**config.mk**
```make
export PLATFORM = sky130hd
export DESIGN_NAME = mips_decoder
export DESIGN_NICKNAME = d
export VERILOG_FILES = /design/src/rtl/mips_pkg.sv /design/src/rtl/mips_alu_ctrl.sv /design/src/rtl/mips_decoder.sv
export SDC_FILE = /design/constraint.sdc
export NUM_CORES = 1
export LEC_CHECK = 0
export CORE_ASPECT_RATIO = 1.75
export CORE_MARGIN = 5
export CORE_UTILIZATION = 42
export DETAILED_ROUTE_END_ITERATION = 10
export GPL_TIMING_DRIVEN = 0
export PLACE_DENSITY_LB_ADDON = 0.12
export SLEW_MARGIN = 30
export SYNTH_ARGS = -nofsm -noshare
export SYNTH_HDL_FRONTEND = slang
export SYNTH_HIERARCHICAL = 1
export SYNTH_SLANG_ARGS = --single-unit
```
**constraint.sdc**
```tcl
create_clock -name clk -period 2.23 [get_ports clk]
set_clock_uncertainty 0.1 [all_clocks]
set_input_delay 0.669 -clock clk [delete_from_list [all_inputs] [get_ports clk]]
set_output_delay 0.669 -clock clk [all_outputs]
set_load 0.005 [all_outputs]
```
**src/rtl/mips_pkg.sv**
```systemverilog
// Shared encodings for the MIPS control decoder: opcodes, functs, ALU codes, ctrol bit positions.
package mips_pkg;

    localparam int unsigned OPCODE_W = 6;
    localparam int unsigned FUNCT_W  = 6;
    localparam int unsigned ALU_W    = 4;
    localparam int unsigned CTRL_W   = 8;
    localparam int unsigned WORD_W   = 32;

    localparam logic [OPCODE_W-1:0] OP_RTYPE = 6'h00;
    localparam logic [OPCODE_W-1:0] OP_J     = 6'h02;
    localparam logic [OPCODE_W-1:0] OP_JAL   = 6'h03;
    localparam logic [OPCODE_W-1:0] OP_BEQ   = 6'h04;
    localparam logic [OPCODE_W-1:0] OP_BNE   = 6'h05;
    localparam logic [OPCODE_W-1:0] OP_BLEZ  = 6'h06;
    localparam logic [OPCODE_W-1:0] OP_BGTZ  = 6'h07;
    localparam logic [OPCODE_W-1:0] OP_ADDI  = 6'h08;
    localparam logic [OPCODE_W-1:0] OP_ADDIU = 6'h09;
    localparam logic [OPCODE_W-1:0] OP_SLTI  = 6'h0A;
    localparam logic [OPCODE_W-1:0] OP_SLTIU = 6'h0B;
    localparam logic [OPCODE_W-1:0] OP_ANDI  = 6'h0C;
    localparam logic [OPCODE_W-1:0] OP_ORI   = 6'h0D;
    localparam logic [OPCODE_W-1:0] OP_XORI  = 6'h0E;
    localparam logic [OPCODE_W-1:0] OP_LUI   = 6'h0F;
    localparam logic [OPCODE_W-1:0] OP_LW    = 6'h23;
    localparam logic [OPCODE_W-1:0] OP_SW    = 6'h2B;

    localparam logic [FUNCT_W-1:0] FN_SLL  = 6'h00;
    localparam logic [FUNCT_W-1:0] FN_SRL  = 6'h02;
    localparam logic [FUNCT_W-1:0] FN_SRA  = 6'h03;
    localparam logic [FUNCT_W-1:0] FN_JR   = 6'h08;
    localparam logic [FUNCT_W-1:0] FN_ADD  = 6'h20;
    localparam logic [FUNCT_W-1:0] FN_ADDU = 6'h21;
    localparam logic [FUNCT_W-1:0] FN_SUB  = 6'h22;
    localparam logic [FUNCT_W-1:0] FN_SUBU = 6'h23;
    localparam logic [FUNCT_W-1:0] FN_AND  = 6'h24;
    localparam logic [FUNCT_W-1:0] FN_OR   = 6'h25;
    localparam logic [FUNCT_W-1:0] FN_XOR  = 6'h26;
    localparam logic [FUNCT_W-1:0] FN_NOR  = 6'h27;
    localparam logic [FUNCT_W-1:0] FN_SLT  = 6'h2A;
    localparam logic [FUNCT_W-1:0] FN_SLTU = 6'h2B;

    localparam logic [ALU_W-1:0] ALU_AND  = 4'b0000;
    localparam logic [ALU_W-1:0] ALU_OR   = 4'b0001;
    localparam logic [ALU_W-1:0] ALU_ADD  = 4'b0010;
    localparam logic [ALU_W-1:0] ALU_XOR  = 4'b0011;
    localparam logic [ALU_W-1:0] ALU_SLL  = 4'b0100;
    localparam logic [ALU_W-1:0] ALU_SRL  = 4'b0101;
    localparam logic [ALU_W-1:0] ALU_SUB  = 4'b0110;
    localparam logic [ALU_W-1:0] ALU_SLT  = 4'b0111;
    localparam logic [ALU_W-1:0] ALU_SLTU = 4'b1000;
    localparam logic [ALU_W-1:0] ALU_SRA  = 4'b1001;
    localparam logic [ALU_W-1:0] ALU_LUI  = 4'b1010;
    localparam logic [ALU_W-1:0] ALU_NOR  = 4'b1100;

    localparam int unsigned CTRL_REGDST   = 7;
    localparam int unsigned CTRL_ALUSRC   = 6;
    localparam int unsigned CTRL_MEMTOREG = 5;
    localparam int unsigned CTRL_REGWRITE = 4;
    localparam int unsigned CTRL_MEMREAD  = 3;
    localparam int unsigned CTRL_MEMWRITE = 2;
    localparam int unsigned CTRL_BRANCH   = 1;
    localparam int unsigned CTRL_JUMP     = 0;

endpackage

```
**src/rtl/mips_alu_ctrl.sv**
```systemverilog
// Combinational ALU operation select from opcode/funct; unknown encodings give 0.
module mips_alu_ctrl
    import mips_pkg::*;
(
    input  logic [OPCODE_W-1:0] opcode,
    input  logic [FUNCT_W-1:0]  funct,
    output logic [ALU_W-1:0]    alu_op_c
);

    always_comb begin
        alu_op_c = '0;
        case (opcode)
            OP_RTYPE: begin
                case (funct)
                    FN_ADD, FN_ADDU, FN_JR: alu_op_c = ALU_ADD;
                    FN_SUB, FN_SUBU:        alu_op_c = ALU_SUB;
                    FN_AND:                 alu_op_c = ALU_AND;
                    FN_OR:                  alu_op_c = ALU_OR;
                    FN_XOR:                 alu_op_c = ALU_XOR;
                    FN_NOR:                 alu_op_c = ALU_NOR;
                    FN_SLL:                 alu_op_c = ALU_SLL;
                    FN_SRL:                 alu_op_c = ALU_SRL;
                    FN_SRA:                 alu_op_c = ALU_SRA;
                    FN_SLT:                 alu_op_c = ALU_SLT;
                    FN_SLTU:                alu_op_c = ALU_SLTU;
                    default:                alu_op_c = '0;
                endcase
            end
            OP_ADDI, OP_ADDIU, OP_LW, OP_SW, OP_J, OP_JAL: alu_op_c = ALU_ADD;
            OP_SLTI:                                       alu_op_c = ALU_SLT;
            OP_SLTIU:                                      alu_op_c = ALU_SLTU;
            OP_ANDI:                                       alu_op_c = ALU_AND;
            OP_ORI:                                        alu_op_c = ALU_OR;
            OP_XORI:                                       alu_op_c = ALU_XOR;
            OP_LUI:                                        alu_op_c = ALU_LUI;
            OP_BEQ, OP_BNE, OP_BLEZ, OP_BGTZ:              alu_op_c = ALU_SUB;
            default:                                       alu_op_c = '0;
        endcase
    end

endmodule

```
**src/rtl/mips_decoder.sv**
```systemverilog
// Main control decoder: control vector, branch resolution and SLT writeback, all registered.
module mips_decoder
    import mips_pkg::*;
(
    input  logic                clk,
    input  logic                rst_n,
    input  logic [OPCODE_W-1:0] opcode,
    input  logic [FUNCT_W-1:0]  funct,
    input  logic                equalrsrt,
    input  logic                rsmaior,
    input  logic                rsmrt,
    output logic [CTRL_W-1:0]   ctrol,
    output logic [ALU_W-1:0]    outsaida,
    output logic [WORD_W-1:0]   rt,
    output logic                slt_mux
);

    localparam logic [CTRL_W-1:0] CTRL_RTYPE = 8'b1001_0000;
    localparam logic [CTRL_W-1:0] CTRL_IMM   = 8'b0101_0000;
    localparam logic [CTRL_W-1:0] CTRL_LW    = 8'b0111_1000;
    localparam logic [CTRL_W-1:0] CTRL_SW    = 8'b0100_0100;
    localparam logic [CTRL_W-1:0] CTRL_J     = 8'b0000_0001;
    localparam logic [CTRL_W-1:0] CTRL_JAL   = 8'b0001_0001;

    logic [ALU_W-1:0]  alu_op_c;
    logic [CTRL_W-1:0] ctrl_c;
    logic              slt_sel_c;
    logic              slt_flag_c;

    mips_alu_ctrl u_alu_ctrl (
        .opcode   (opcode),
        .funct    (funct),
        .alu_op_c (alu_op_c)
    );

    // Main decode; slt_flag_c is only meaningful when slt_sel_c is set
    always_comb begin
        ctrl_c     = '0;
        slt_sel_c  = 1'b0;
        slt_flag_c = 1'b0;
        case (opcode)
            OP_RTYPE: begin
                case (funct)
                    FN_ADD, FN_ADDU, FN_SUB, FN_SUBU, FN_AND, FN_OR,
                    FN_XOR, FN_NOR, FN_SLL, FN_SRL, FN_SRA: ctrl_c = CTRL_RTYPE;
                    FN_SLT, FN_SLTU: begin
                        ctrl_c     = CTRL_RTYPE;
                        slt_sel_c  = 1'b1;
                        slt_flag_c = rsmrt;
                    end
                    FN_JR:   ctrl_c = CTRL_J;
                    default: ctrl_c = '0;
                endcase
            end
            OP_ADDI, OP_ADDIU, OP_ANDI, OP_ORI, OP_XORI, OP_LUI: ctrl_c = CTRL_IMM;
            OP_SLTI, OP_SLTIU: begin
                ctrl_c     = CTRL_IMM;
                slt_sel_c  = 1'b1;
                slt_flag_c = rsmrt;
            end
            OP_LW:   ctrl_c = CTRL_LW;
            OP_SW:   ctrl_c = CTRL_SW;
            OP_BEQ:  ctrl_c[CTRL_BRANCH] = equalrsrt;
            OP_BNE:  ctrl_c[CTRL_BRANCH] = ~equalrsrt;
            OP_BLEZ: ctrl_c[CTRL_BRANCH] = ~rsmaior;
            OP_BGTZ: ctrl_c[CTRL_BRANCH] = rsmaior;
            OP_J:    ctrl_c = CTRL_J;
            OP_JAL:  ctrl_c = CTRL_JAL;
            default: ctrl_c = '0;
        endcase
    end

    always_ff @(posedge clk or negedge rst_n) begin
        if (!rst_n) begin
            ctrol    <= '0;
            outsaida <= '0;
            rt       <= '0;
            slt_mux  <= 1'b0;
        end else begin
            ctrol    <= ctrl_c;
            outsaida <= alu_op_c;
            rt       <= {{(WORD_W-1){1'b0}}, slt_flag_c};
            slt_mux  <= slt_sel_c;
        end
    end

endmodule

```
==> results by stage <==
Run status:
- The run finished with clean final reports.

Drt:
- The routed layout has 1,039 vias.
- Routed signal wires occupy layers up through met4.
- The final routed wire length divided by cell count is 12.4 µm.
- The average vias per placed instance is 4.72.
- The met1 wire length is 944 µm.
- The number of detailed-route iterations in the first pass is 4.
- The overall routed net length is 2720 µm.
- The DRC violation total after the first TritonRoute iteration is 29.
- The total length of routed met2 wires is 1510 µm.
- The post-route DRC violation count is 0.
- Summed over all nets, wire length on met3 after detailed routing comes to 223 µm.
- The count of nets left with antenna violations once routing finished came out at 0.

Cells and area:
- Of the cells placed in the final design, the portion with a size suffix greater than 1 is 0.228.
- The repair_antennas step left the layout with diodes totalling 0.
- The net total in the final layout is 214.
- Relative to the synthesized area, the layout overhead comes to 42.9%.
- For this run, the number of standard cells in the final layout without fillers is 220.

Placed design:
- Detailed placement ended at an HPWL of 2260 µm.
- The number of port buffers is 30.
- The weighted congestion reported at the end of routability-driven placement is 0.786.
- Including well taps, the total number of placed cells is 216.
- The worst slack after detailed placement is -0.506 ns.

Pwr:
- The total leakage power is 0.000800 µW.
- The internal portion of the total power is 466 µW.
- Of the total power, registers draw 0.382.
- Of the total power, the share spent switching nets is 0.268.
- For this design the total switching power over the nets is 171 µW.
- IR analysis of the VDD net gives a maximum drop of 0.220 mV.
- Of the total power, combinational logic draws 0.291.
- The power density of the placed cells is 391 nW/µm².
- The share of total power dissipated in the clock network is 0.327.

Setup path:
- The required time at the endpoint of the critical path is 2.28 ns.
- The maximum fanout encountered on the critical timing path is 10.
- The nature of the critical path startpoint is an input port.
- The worst setup path is captured at a register.
- At the worst endpoint, the arrival time is 2.23 ns.
- By startpoint and endpoint, the worst setup path is classified as input port to register.
- The launching instance or port of the critical path is opcode[5].

Timing:
- The count of final hold-check violations was 0.
- For the pin with the worst max-slew slack, the measured transition is 0.578 ns.
- The portion of the clock cycle consumed by the worst path in the final layout is 0.979.
- The number of max-slew violations in the final report was 0.
- Based on the critical path, the design can be clocked at up to 458 MHz.
- The remaining max-slew budget at the tightest pin is 0.614.
- The shortest clock period the worst path allows after layout is 2.18 ns.
- The final count of negative-setup-slack endpoints is 0.
- Setup repair after global routing left no endpoint under its margin.
- The setup slack of the critical path after layout is 0.0475 ns.

Logic synthesis:
- Of the post-synthesis cell area, the dominant cell type holds 0.285.
- Yosys attributes the largest share of cell area to sky130_fd_sc_hd__dfrtp_1, sky130_fd_sc_hd__buf_4, sky130_fd_sc_hd__nor2b_1, sky130_fd_sc_hd__ha_1, sky130_fd_sc_hd__nand3_1.
- Sorting the synthesized cells by how often they occur yields sky130_fd_sc_hd__buf_4, sky130_fd_sc_hd__dfrtp_1, sky130_fd_sc_hd__nor2b_1.
- The mean instance size in the synthesized netlist is 8.84 µm².
- The proportion of synthesized chip area in sequential cells is 0.285.
- Synthesis inferred 13 register bits.
- Summed over all instances, the cell type with the most area after synthesis is sky130_fd_sc_hd__dfrtp_1.
- The main flop type after synthesis is sky130_fd_sc_hd__dfrtp_1.
- The distinct cell type count after synthesis is 43.
- The number of standard cells after synthesis is 129.
- The dominant cell by count in the synthesized netlist is sky130_fd_sc_hd__buf_4.
- The number of enable flip-flop cells after synthesis is 0.
- The post-synthesis instance area is 1140 µm².
- The number of warning messages in the yosys log is 6.
- The share of synthesized registers carrying an async set or reset is 1.00.

Clock network:
- The clock buffer count from CTS is 3.
- The maximum level of the CTS H-tree is 1.
- After clock tree synthesis, the clock-pin slew on the worst setup and hold paths is 0.06 ns.
- The root buffer cell chosen for the clock tree is sky130_fd_sc_hd__clkbuf_8.
- The buffer levels on the longest clock path is 2.
- For this design, the sink count on the clock tree is 13.
- The number of buffers inserted by hold repair at cts is 0.
- The TritonCTS clock tree is done.

Global route:
- The wire length of the first global-routing pass is 4600 µm.
- The number of antenna violations at the first check in global routing came to 0.
- In the global route stage, overall resource usage came out at 0.147.
- Global routing finished with a remaining overflow of 0.
- Entering global routing, the biggest net connects 16 pins.
- The number of global-route vias before repair was 1,049.

Die:
- From left edge to right edge, the die measures 49.4 µm.
- The number of cell rows is 25.
- The floorplan step defined a die boundary enclosing 3900 µm².
- The die height is 78.9 µm.
- The region available for standard cell placement spans 2660 µm².
- The initial utilization of the core area, before any placement, comes to 0.429.
- 62 I/O pins were placed.

Flow run:
- Max-cap violations in this run came to 0.

Min path:
- The class of the tightest hold or removal check is input port to asynchronous set/reset pin.
-- power groups by stage --
stage,Combinational [µW],Clock [µW],Sequential [µW]
floorplan,105,0,249
global placement,181,0,247
detailed placement,184,0,248
CTS,183,214,243
global route,206,226,244
finish,185,209,243
-- final timing paths --
check	to	slack, ns	cells past startpoint
min in group clk	rt[0]	0.75	3
hold / removal	ctrol[6]	0.70	1
max in group asynchronous	ctrol[5]	0.95	1
setup / recovery	ctrol[4]	0.05	4
-- cells by family after synthesis --
logic type	count (synthesis)	synth area share
AOI/OAI and AO/OA	23	0.148
and+or+nand+nor	48	0.278
other	1	0.00329
xor gates and xnor gates	1	0.00769
adders and majority gates	3	0.0329
buffers and inverters	39	0.236
DFF	13	0.285
muxes	1	0.00878
-- layout make-up --
type                    count  area (µm²)
repair buffers             30         298
well taps                  27        33.8
clock buffers               4        45.0
flip-flops and latches     13         325
plain buffers              35         254
fillers                   238        1030
multi-input cells         107         658
inverters                   4        15.0
-- critical path, cell delays in order --
cell and delay, ns:
sky130_fd_sc_hd__dlygate4sd2_1 0.35, sky130_fd_sc_hd__or4_4 0.58, sky130_fd_sc_hd__or4_4 0.45, sky130_fd_sc_hd__o22ai_1 0.18
-- layer usage --
metal	GRT usage	vias up
met4	0.0787	0
li1	-	531
met5	0	-
met1	0.139	460
met3	0.0356	4
met2	0.279	44
-- sequential cells by signal, summed over array words and instances (netlist names) --
register  flops
outsaida      4
slt_mux       1
rt            1
ctrol         7
-- what timing repair did --
item | 4_1_cts | 5_1_grt
endpoints found under the setup margin | 4 | 1
setup buffers | 0 | 0
resized for setup | 4 | 1
-- metrics by stage --
step	TNS, ns	util	hold slack [ns]	area (µm²)	total power (µW)
5_1_grt	0	0.613	0.762	1630	676
6_report	0	0.613	0.696	1630	637
2_1_floorplan	0	-	0.273	1250	354
3_3_place_gp	-2.20	0.597	0.955	1590	428
3_5_place_dp	-2.50	0.597	0.968	1590	432
4_1_cts	0	0.612	0.717	1630	640
-- layout by cell type (no fill, tap or decap), types with 6 or more instances in the layout --
master	count
sky130_fd_sc_hd__buf_4	32
sky130_fd_sc_hd__clkdlybuf4s50_1	25
sky130_fd_sc_hd__conb_1	31
sky130_fd_sc_hd__dfrtp_1	13
sky130_fd_sc_hd__nand3_1	6
sky130_fd_sc_hd__nor2_1	6
sky130_fd_sc_hd__nor2b_1	7
sky130_fd_sc_hd__nor3_1	6
Note: power is estimated with default switching activity, not from simulation.
